`src/rtl/rv_gpio_pkg.sv`:
```
// Shared GPIO constants for the Nexys board top, the input conditioning stage and the SoC GPIO.
// Also holds a small width helper used to size the prescaler and debounce counters.
package rv_gpio_pkg;

    localparam int GPIO_IN_WIDTH    = 21;
    localparam int DEB_SYNC_STAGES  = 2;
    localparam int DEB_TICK_DIV     = 50000;
    localparam int DEB_STABLE_TICKS = 10;

    // Counter width able to hold 0..n-1, never narrower than one bit.
    function automatic int clog2Min1(input int n);
        return (n > 1) ? $clog2(n) : 1;
    endfunction

endpackage

```
`src/rtl/rv_debounce_bit.sv`:
```
// One debounce channel: synchroniser chain, tick-qualified stability counter,
// accepted level register and registered rise/fall pulses.
module rv_debounce_bit
    import rv_gpio_pkg::*;
#(
    parameter int SYNC_STAGES  = DEB_SYNC_STAGES,
    parameter int STABLE_TICKS = DEB_STABLE_TICKS
) (
    input  logic clk,
    input  logic reset_n,
    input  logic tick_i,
    input  logic raw_i,
    output logic data_o,
    output logic rise_o,
    output logic fall_o
);

    localparam int              CntW    = clog2Min1(STABLE_TICKS);
    localparam logic [CntW-1:0] CntLast = CntW'(STABLE_TICKS - 1);

    logic [SYNC_STAGES-1:0] sync_q, sync_d;
    logic [CntW-1:0]        cnt_q, cnt_d;
    logic                   data_q, data_d;
    logic                   rise_q, rise_d;
    logic                   fall_q, fall_d;
    logic                   syncLevel;

    assign syncLevel = sync_q[SYNC_STAGES-1];

    // Any cycle where the synchronised pin agrees with the accepted level restarts the count,
    // so only an uninterrupted run of disagreeing ticks can change the output.
    always_comb begin
        sync_d = {sync_q[SYNC_STAGES-2:0], raw_i};
        cnt_d  = cnt_q;
        data_d = data_q;
        rise_d = 1'b0;
        fall_d = 1'b0;
        if (syncLevel == data_q) begin
            cnt_d = '0;
        end else if (tick_i) begin
            if (cnt_q == CntLast) begin
                data_d = syncLevel;
                cnt_d  = '0;
                rise_d = syncLevel;
                fall_d = ~syncLevel;
            end else begin
                cnt_d = cnt_q + CntW'(1);
            end
        end
    end

    always_ff @(posedge clk or negedge reset_n) begin
        if (!reset_n) begin
            sync_q <= '0;
            cnt_q  <= '0;
            data_q <= 1'b0;
            rise_q <= 1'b0;
            fall_q <= 1'b0;
        end else begin
            sync_q <= sync_d;
            cnt_q  <= cnt_d;
            data_q <= data_d;
            rise_q <= rise_d;
            fall_q <= fall_d;
        end
    end

    assign data_o = data_q;
    assign rise_o = rise_q;
    assign fall_o = fall_q;

endmodule

```
`src/rtl/rv_input_debounce.sv`:
```
// Board input conditioning: one shared debounce prescaler feeding WIDTH independent
// debounce channels between the raw switch/button pins and the SoC GPIO input.
module rv_input_debounce
    import rv_gpio_pkg::*;
#(
    parameter int WIDTH        = GPIO_IN_WIDTH,
    parameter int SYNC_STAGES  = DEB_SYNC_STAGES,
    parameter int TICK_DIV     = DEB_TICK_DIV,
    parameter int STABLE_TICKS = DEB_STABLE_TICKS
) (
    input  logic             clk,
    input  logic             reset_n,
    input  logic [WIDTH-1:0] i_raw,
    output logic [WIDTH-1:0] o_data,
    output logic [WIDTH-1:0] o_rise,
    output logic [WIDTH-1:0] o_fall
);

    localparam int                PrescW    = clog2Min1(TICK_DIV);
    localparam logic [PrescW-1:0] PrescLast = PrescW'(TICK_DIV - 1);

    logic [PrescW-1:0] prescCnt_q, prescCnt_d;
    logic              tick;

    // With TICK_DIV of 1 the count sits at zero and tick is asserted every cycle.
    always_comb begin
        tick       = (prescCnt_q == PrescLast);
        prescCnt_d = tick ? '0 : prescCnt_q + PrescW'(1);
    end

    always_ff @(posedge clk or negedge reset_n) begin
        if (!reset_n) begin
            prescCnt_q <= '0;
        end else begin
            prescCnt_q <= prescCnt_d;
        end
    end

    for (genvar i = 0; i < WIDTH; i++) begin : gChannel
        rv_debounce_bit #(
            .SYNC_STAGES  (SYNC_STAGES),
            .STABLE_TICKS (STABLE_TICKS)
        ) u_bit (
            .clk     (clk),
            .reset_n (reset_n),
            .tick_i  (tick),
            .raw_i   (i_raw[i]),
            .data_o  (o_data[i]),
            .rise_o  (o_rise[i]),
            .fall_o  (o_fall[i])
        );
    end

endmodule

```
`config.mk`:
```
export PLATFORM = sky130hd
export DESIGN_NAME = rv_input_debounce
export DESIGN_NICKNAME = d
export VERILOG_FILES = /design/src/rtl/rv_gpio_pkg.sv /design/src/rtl/rv_debounce_bit.sv /design/src/rtl/rv_input_debounce.sv
export SDC_FILE = /design/constraint.sdc
export NUM_CORES = 1
export LEC_CHECK = 0
export BUFFER_PORTS_ARGS = -buffer_cell sky130_fd_sc_hd__clkbuf_2
export CORE_MARGIN = 2
export CORE_UTILIZATION = 40
export DETAILED_ROUTE_END_ITERATION = 10
export PLACE_DENSITY = 0.57
export SLEW_MARGIN = 20
export SYNTH_ARGS = -nofsm -noshare
export SYNTH_HDL_FRONTEND = slang
export SYNTH_SLANG_ARGS = --single-unit
```
`constraint.sdc`:
```
create_clock -name clk -period 2.18 [get_ports clk]
set_input_delay 0.436 -clock clk [delete_from_list [all_inputs] [get_ports clk]]
set_output_delay 0.436 -clock clk [all_outputs]
set_load 0.02 [all_outputs]
```
Word level (Yosys, flattened, before mapping)
Index checks and enable logic that the tools add are counted.
{"block": "word_totals", "register_bits": 205, "input_bits": 23, "output_inout_bits": 63, "elab_cells": 445}
{"block": "op_classes", "eq_ne": 43, "addsub": 22, "bitwise": 42, "n_reduce_logical": 42, "mux": 190}
{"cell": "2-to-1 mux 4 bit", "n": 63}
{"cell": "2-to-1 mux 1 bit", "n": 126}
{"cell": "adder 4 x 1 -> 4 bit, second input constant", "n": 21}
{"cell": "equality test 4 bit, second input constant", "n": 21}
{"cell": "AND reduction 3 bit", "n": 21}
{"cell": "inverter 1 bit", "n": 42}
{"cell": "nonzero test 2 bit", "n": 21}
{"cell": "equality test 1 bit", "n": 21}
{"cell": "adder 16 x 1 -> 16 bit, second input constant", "n": 1}
{"cell": "equality test 16 bit, second input constant", "n": 1}
{"cell": "2-to-1 mux 16 bit", "n": 1}

Longest topological paths before layout
{"block": "logic_depth", "depth_word": 4, "ltp_mapped": 9, "depth_no_buf": 6}

Modules after synthesis
From an unflattened synthesis, not the netlist that was laid out.
{"block": "unflattened", "cells_unflattened": 676, "area_unflattened_um2": 8436.8}
{"module": "rv_debounce_bit", "instances": 21, "area_per_inst_um2": 365.4, "cells_each": 29, "seq_area_each_um2": 225.2}
{"module": "rv_input_debounce", "instances": 1, "area_per_inst_um2": 764.5, "cells_each": 67, "seq_area_each_um2": 400.4}

Worst setup path before layout
Ideal clock, no wire load.
{"block": "synth_timing", "path_type": "register -> register", "start": "register prescCnt_q[0]", "end": "register gChannel[16].u_bit.cnt_q[3]", "stages_incl_launch_ff": 8, "n_path_buf": 2, "setup_time_ns": 0.082, "required_time_ns": 2.098, "t_arrival_ns": 1.732, "period_less_slack_ns": 1.814, "slack_ns": 0.366, "cell_sequence": "dfrtp_1 -> ha_1 -> and3_1 -> buf_2 -> nand4_2 -> buf_6 -> or4b_1 -> a31oi_1"}
{"block": "synth_between", "elab_chain_len": 2}
{"element": "from (decl)", "line_no": "rv_input_debounce.sv:22", "text": "logic [PrescW-1:0] prescCnt_q, prescCnt_d;"}
{"element": "from (signal assigned)", "line_no": "rv_input_debounce.sv:35", "text": "prescCnt_q <= prescCnt_d;"}
{"element": "equality test 16 bit", "line_no": "rv_input_debounce.sv:27", "text": "tick = (prescCnt_q == PrescLast);"}
{"element": "nonzero test 2 bit (no line)"}
{"element": "to (signal assigned)", "line_no": "rv_debounce_bit.sv:61", "text": "cnt_q <= cnt_d;"}
{"element": "to (decl)", "line_no": "rv_debounce_bit.sv:22", "text": "logic [CntW-1:0] cnt_q, cnt_d;"}
Every way passes these cells.
A chain may end at the register's enable or synchronous reset.

Final worst setup path
{"block": "layout_timing", "start": "register prescCnt_q[11]", "end": "register gChannel[2].u_bit.cnt_q[3]"}
{"block": "layout_between", "elab_chain_len": 2}
{"element": "equality test 16 bit", "line_no": "rv_input_debounce.sv:27"}
{"element": "nonzero test 2 bit (no line)"}
{"element": "to (signal assigned)", "line_no": "rv_debounce_bit.sv:61"}
{"element": "to (decl)", "line_no": "rv_debounce_bit.sv:22"}
Every way passes these cells.

==> summary.txt <==
Clocking
  – Clock Tree Root: sky130_fd_sc_hd__clkbuf_16
  – Clock-pin slew on the worst setup and hold paths: 0.06 ns
  – Number of sinks handled by clock tree synthesis: 205
  – Cts bufs inserted: 24
  – Clock tree from TritonCTS: built
  – Maximum clock insertion buffer count: 3
  – Clock Latency Late Sink: 0.50 ns
  – Maximum level of the CTS H-tree: 1

Final layout
  – Post-route cell area: 10600 um^2
  – Share of the core filled with cells in the final layout: 46.4%
  – Count of fill cells added during filler insertion: 2176
  – Fraction of final layout cells sized beyond drive strength 1: 19.4%
  – # diodes: 0
  – Post-layout net count: 959
  – Signed area change from the synthesized netlist to the final layout: 13.1%

Routing
  – Wirelength per Cell: 13.1 um
  – Post-detailed-routing wire length: 16000 um
  – Drt drc: 0
  – First drt pass iteration count: 4
  – Number of vias in the routed layout: 6081
  – Number of DRC markers in iteration 0: 193
  – Avg Vias per Cell: 4.98
  – Remaining antenna violation count: 0

Worst hold path
  – Hold Crit Endpoint: gChannel[19].u_bit.sync_q[0]
  – Worst Min Path Start: i_raw[19]
  – Hold path depth: 1
  – HP Class: in -> reg

Die
  – Total die area: 24700 um^2
  – Die extent in y: 157 um
  – Number of rows in the core area: 55
  – Core area: 22800 um^2
  – Starting density of the core: 41.0%
  – Overall die width: 157 um
  – Boundary pin count: 86

Setup path
  – Crit path max-delay cell type: sky130_fd_sc_hd__or4b_1
  – Critical-path maximum fanout: 56
  – Startpoint-to-endpoint class of the critical path: reg -> reg
  – Worst stage delay on the critical path: 0.52 ns
  – CP Launch Type: flip-flop
  – Startpoint of the worst-slack reg-to-reg timing path: prescCnt_q[11]
  – CP Data Required Time: 2.60 ns
  – Worst R2R End: gChannel[2].u_bit.cnt_q[3]
  – Critical path, cell by cell: nor4b_4, nand4_4, buf_6, or4b_1, a31oi_1
  – Setup slack of the most critical reg-to-reg path: 0.15 ns
  – Worst Path Arrival: 2.44 ns
  – Register-to-Register Path Depth: 5
  – Crit path capture type: flip-flop

Synth
  – Most instantiated cells after synthesis: 205 x sky130_fd_sc_hd__dfrtp_1, 95 x sky130_fd_sc_hd__nand2_1, 63 x sky130_fd_sc_hd__a21oi_1, 63 x sky130_fd_sc_hd__buf_4
  – Proportion of synthesized chip area in sequential cells: 54.8%
  – Area share of the largest cell type after synthesis: 54.8%
  – Synthesized area per cell: 11.0 um^2
  – Synth Instances: 848
  – Top post-synthesis cells by area: sky130_fd_sc_hd__dfrtp_1 55%, sky130_fd_sc_hd__ha_1 5.7%, sky130_fd_sc_hd__buf_4 5.0%, sky130_fd_sc_hd__nand2_1 3.8%, sky130_fd_sc_hd__a21oi_1 3.4%
  – Most instantiated flip-flop cell in the synthesis netlist: sky130_fd_sc_hd__dfrtp_1
  – YS warnings: 0
  – Netlist area before placement: 9370 um^2
  – Proportion of synthesized flip-flops having asynchronous set or reset: 100%
  – Number of synthesized flops with an enable pin: 0
  – Number of distinct library cell variants in the gate-level netlist after synthesis: 37
  – Number of flip-flops and latches in the synthesized netlist: 205
  – Mapped Nets: 914
  – Count leader, synth: sky130_fd_sc_hd__dfrtp_1
  – Library cell with the largest summed area after synthesis: sky130_fd_sc_hd__dfrtp_1

Timing
  – Final cycle utilization of the critical path: 93.0%
  – Final Worst Setup Slack: 0.153 ns
  – Final hold violation count: 0
  – Final number of setup-violating endpoints: 0
  – Slew margin rel.: 66.5%
  – Number of slew-limit violations in the final report: 0
  – Highest clock rate: 493 MHz
  – RSZ-0062 raised after global routing: true
  – Least-Margin Pin Slew: 0.498 ns
  – Clock period minus final worst setup slack: 2.03 ns
  – Maximum clock skew at final layout: 0.00855 ns
  – Accumulated negative setup slack: 0 ns

Placed design
  – Quantity of I/O buffers inserted on ports: 85
  – Post-DP HPWL: 10400 um
  – RePlAce Congestion: 0.765
  – Pre-CTS WS: 0.0860 ns
  – Placed inst area: 9860 um^2

Run status
  – Status: finished, final reports clean

Pwr
  – Switching power: 1.59 mW
  – Sequential group share of total power: 50.7%
  – Clock power frac: 47.3%
  – Combinational share of power: 2.0%
  – Internal portion of total power: 6.05 mW
  – Leakage dissipation: 4.68 nW
  – Max rail drop VDD: 380 uV
  – Switching share of power: 20.8%
  – Pwr dens: 722 nW/um^2

GRT
  – Via count of the first global-routing pass: 5891
  – Pin count of the biggest net entering global routing: 57
  – Total routing usage reported by global routing: 13.4%
  – Overflow after GRT: 0
  – First-pass GRT wire length: 27900 um
  – Antenna violations before repair: 0

Flow run
  – Number of maximum-capacitance constraint violations: 0
stage by stage:
stage	instances	total power, mW	hold slack [ns]
2_1_floorplan	848	3.97	0.140
3_3_place_gp	1179	4.10	0.331
3_5_place_dp	1179	4.10	0.335
4_1_cts	1220	7.80	0.00678
5_1_grt	1220	7.96	0.00884
6_report	1220	7.64	0.0347
sequential cells by signal, indices dropped and copies added, names as in the netlist:
name and count:
gChannel.u_bit.fall_o 21, gChannel.u_bit.cnt_q 84, gChannel.u_bit.data_o 21, prescCnt_q 16, gChannel.u_bit.sync_q 42, gChannel.u_bit.rise_o 21
cells in the final DEF, fill, tap and decap left out, types with 4 or more instances in the layout:
cell                        instances
sky130_fd_sc_hd__a21oi_1           63
sky130_fd_sc_hd__a311oi_1          15
sky130_fd_sc_hd__a31o_2            15
sky130_fd_sc_hd__a31oi_1            6
sky130_fd_sc_hd__a41oi_1           15
sky130_fd_sc_hd__and4_1             4
sky130_fd_sc_hd__buf_12             8
sky130_fd_sc_hd__buf_4             10
sky130_fd_sc_hd__clkbuf_1           9
sky130_fd_sc_hd__clkbuf_16         25
sky130_fd_sc_hd__clkbuf_2          84
sky130_fd_sc_hd__dfrtp_1          205
sky130_fd_sc_hd__ha_1              43
sky130_fd_sc_hd__inv_1             43
sky130_fd_sc_hd__mux2_2            21
sky130_fd_sc_hd__nand2_1           95
sky130_fd_sc_hd__nand3_1           11
sky130_fd_sc_hd__nand4_1            5
sky130_fd_sc_hd__nor2_1            35
sky130_fd_sc_hd__nor3b_1           41
sky130_fd_sc_hd__o21ai_0           27
sky130_fd_sc_hd__or3_1             42
sky130_fd_sc_hd__or4_1             21
sky130_fd_sc_hd__or4b_1             6
sky130_fd_sc_hd__xnor2_1           29
sky130_fd_sc_hd__xor2_1             4
worst max-delay path: cells and delay by family, from the launching register on:
kind / cells / cell delay [ns]
compound gates: 1 / 0.18
buf+inv: 1 / 0.25
flops: 1 / 0.44
simple gates: 3 / 1.05
metal layers:
metal / track usage [%] / part of all wire [%] / wire [um]
met3: 2.42 / 3.7 / 597
met5: 0 / 0 / 0
met2: 21.4 / 44 / 7000
met1: 18.9 / 50 / 8040
met4: 3.68 / 2.0 / 327
repair_timing:
| action | 4_1_cts | 5_1_grt |
|---|---|---|
| buffers inserted | 0 | 0 |
| endpoints found under the setup margin | 0 | 6 |
| hold endpoints to repair | 49 | 0 |
| gates resized for setup | 0 | 2 |
| hold buffers | 1 | 0 |
worst max-delay path by stage:
stage | start | endpoint | slack, ns | cells past startpoint
after global placement | prescCnt_q[11] | gChannel[4].u_bit.cnt_q[3] | 0.13 | 5
final | prescCnt_q[11] | gChannel[2].u_bit.cnt_q[3] | 0.15 | 5
after detailed placement | prescCnt_q[11] | gChannel[18].u_bit.cnt_q[3] | 0.09 | 5
after CTS | prescCnt_q[11] | gChannel[2].u_bit.cnt_q[3] | 0.07 | 5
after global routing | prescCnt_q[11] | gChannel[2].u_bit.cnt_q[3] | -0.0007 | 5
after floorplan | prescCnt_q[0] | gChannel[16].u_bit.cnt_q[3] | 0.37 | 7
cell families after synthesis:
family	synth area share, %
flops	54.8
fa+ha+maj	5.74
simple gates	16.3
buf+inv	7.93
compound gates	9.42
xor+xnor	3.09
mux	2.74
power by group through the flow:
| stage | Sequential [mW] | Clock [mW] | Combinational (mW) |
|---|---|---|---|
| after CTS | 3.87 | 3.77 | 0.165 |
| final | 3.87 | 3.61 | 0.155 |
| after floorplan | 3.94 | 0 | 0.0342 |
| after detailed placement | 3.94 | 0 | 0.163 |
| after global placement | 3.94 | 0 | 0.164 |
| after global routing | 3.88 | 3.90 | 0.181 |
layout make-up:
class	count	area, um^2	share of cell area, %
Clock inverter	4	22.5	0.213
Sequential cell	205	5130	48.4
Clock buffer	36	687	6.49
Multi-Input combinational cell	514	3510	33.1
Inverter	43	161	1.52
Timing Repair Buffer	105	691	6.52
Tap cell	313	392	3.70
(Power assumes the default switching activity.)
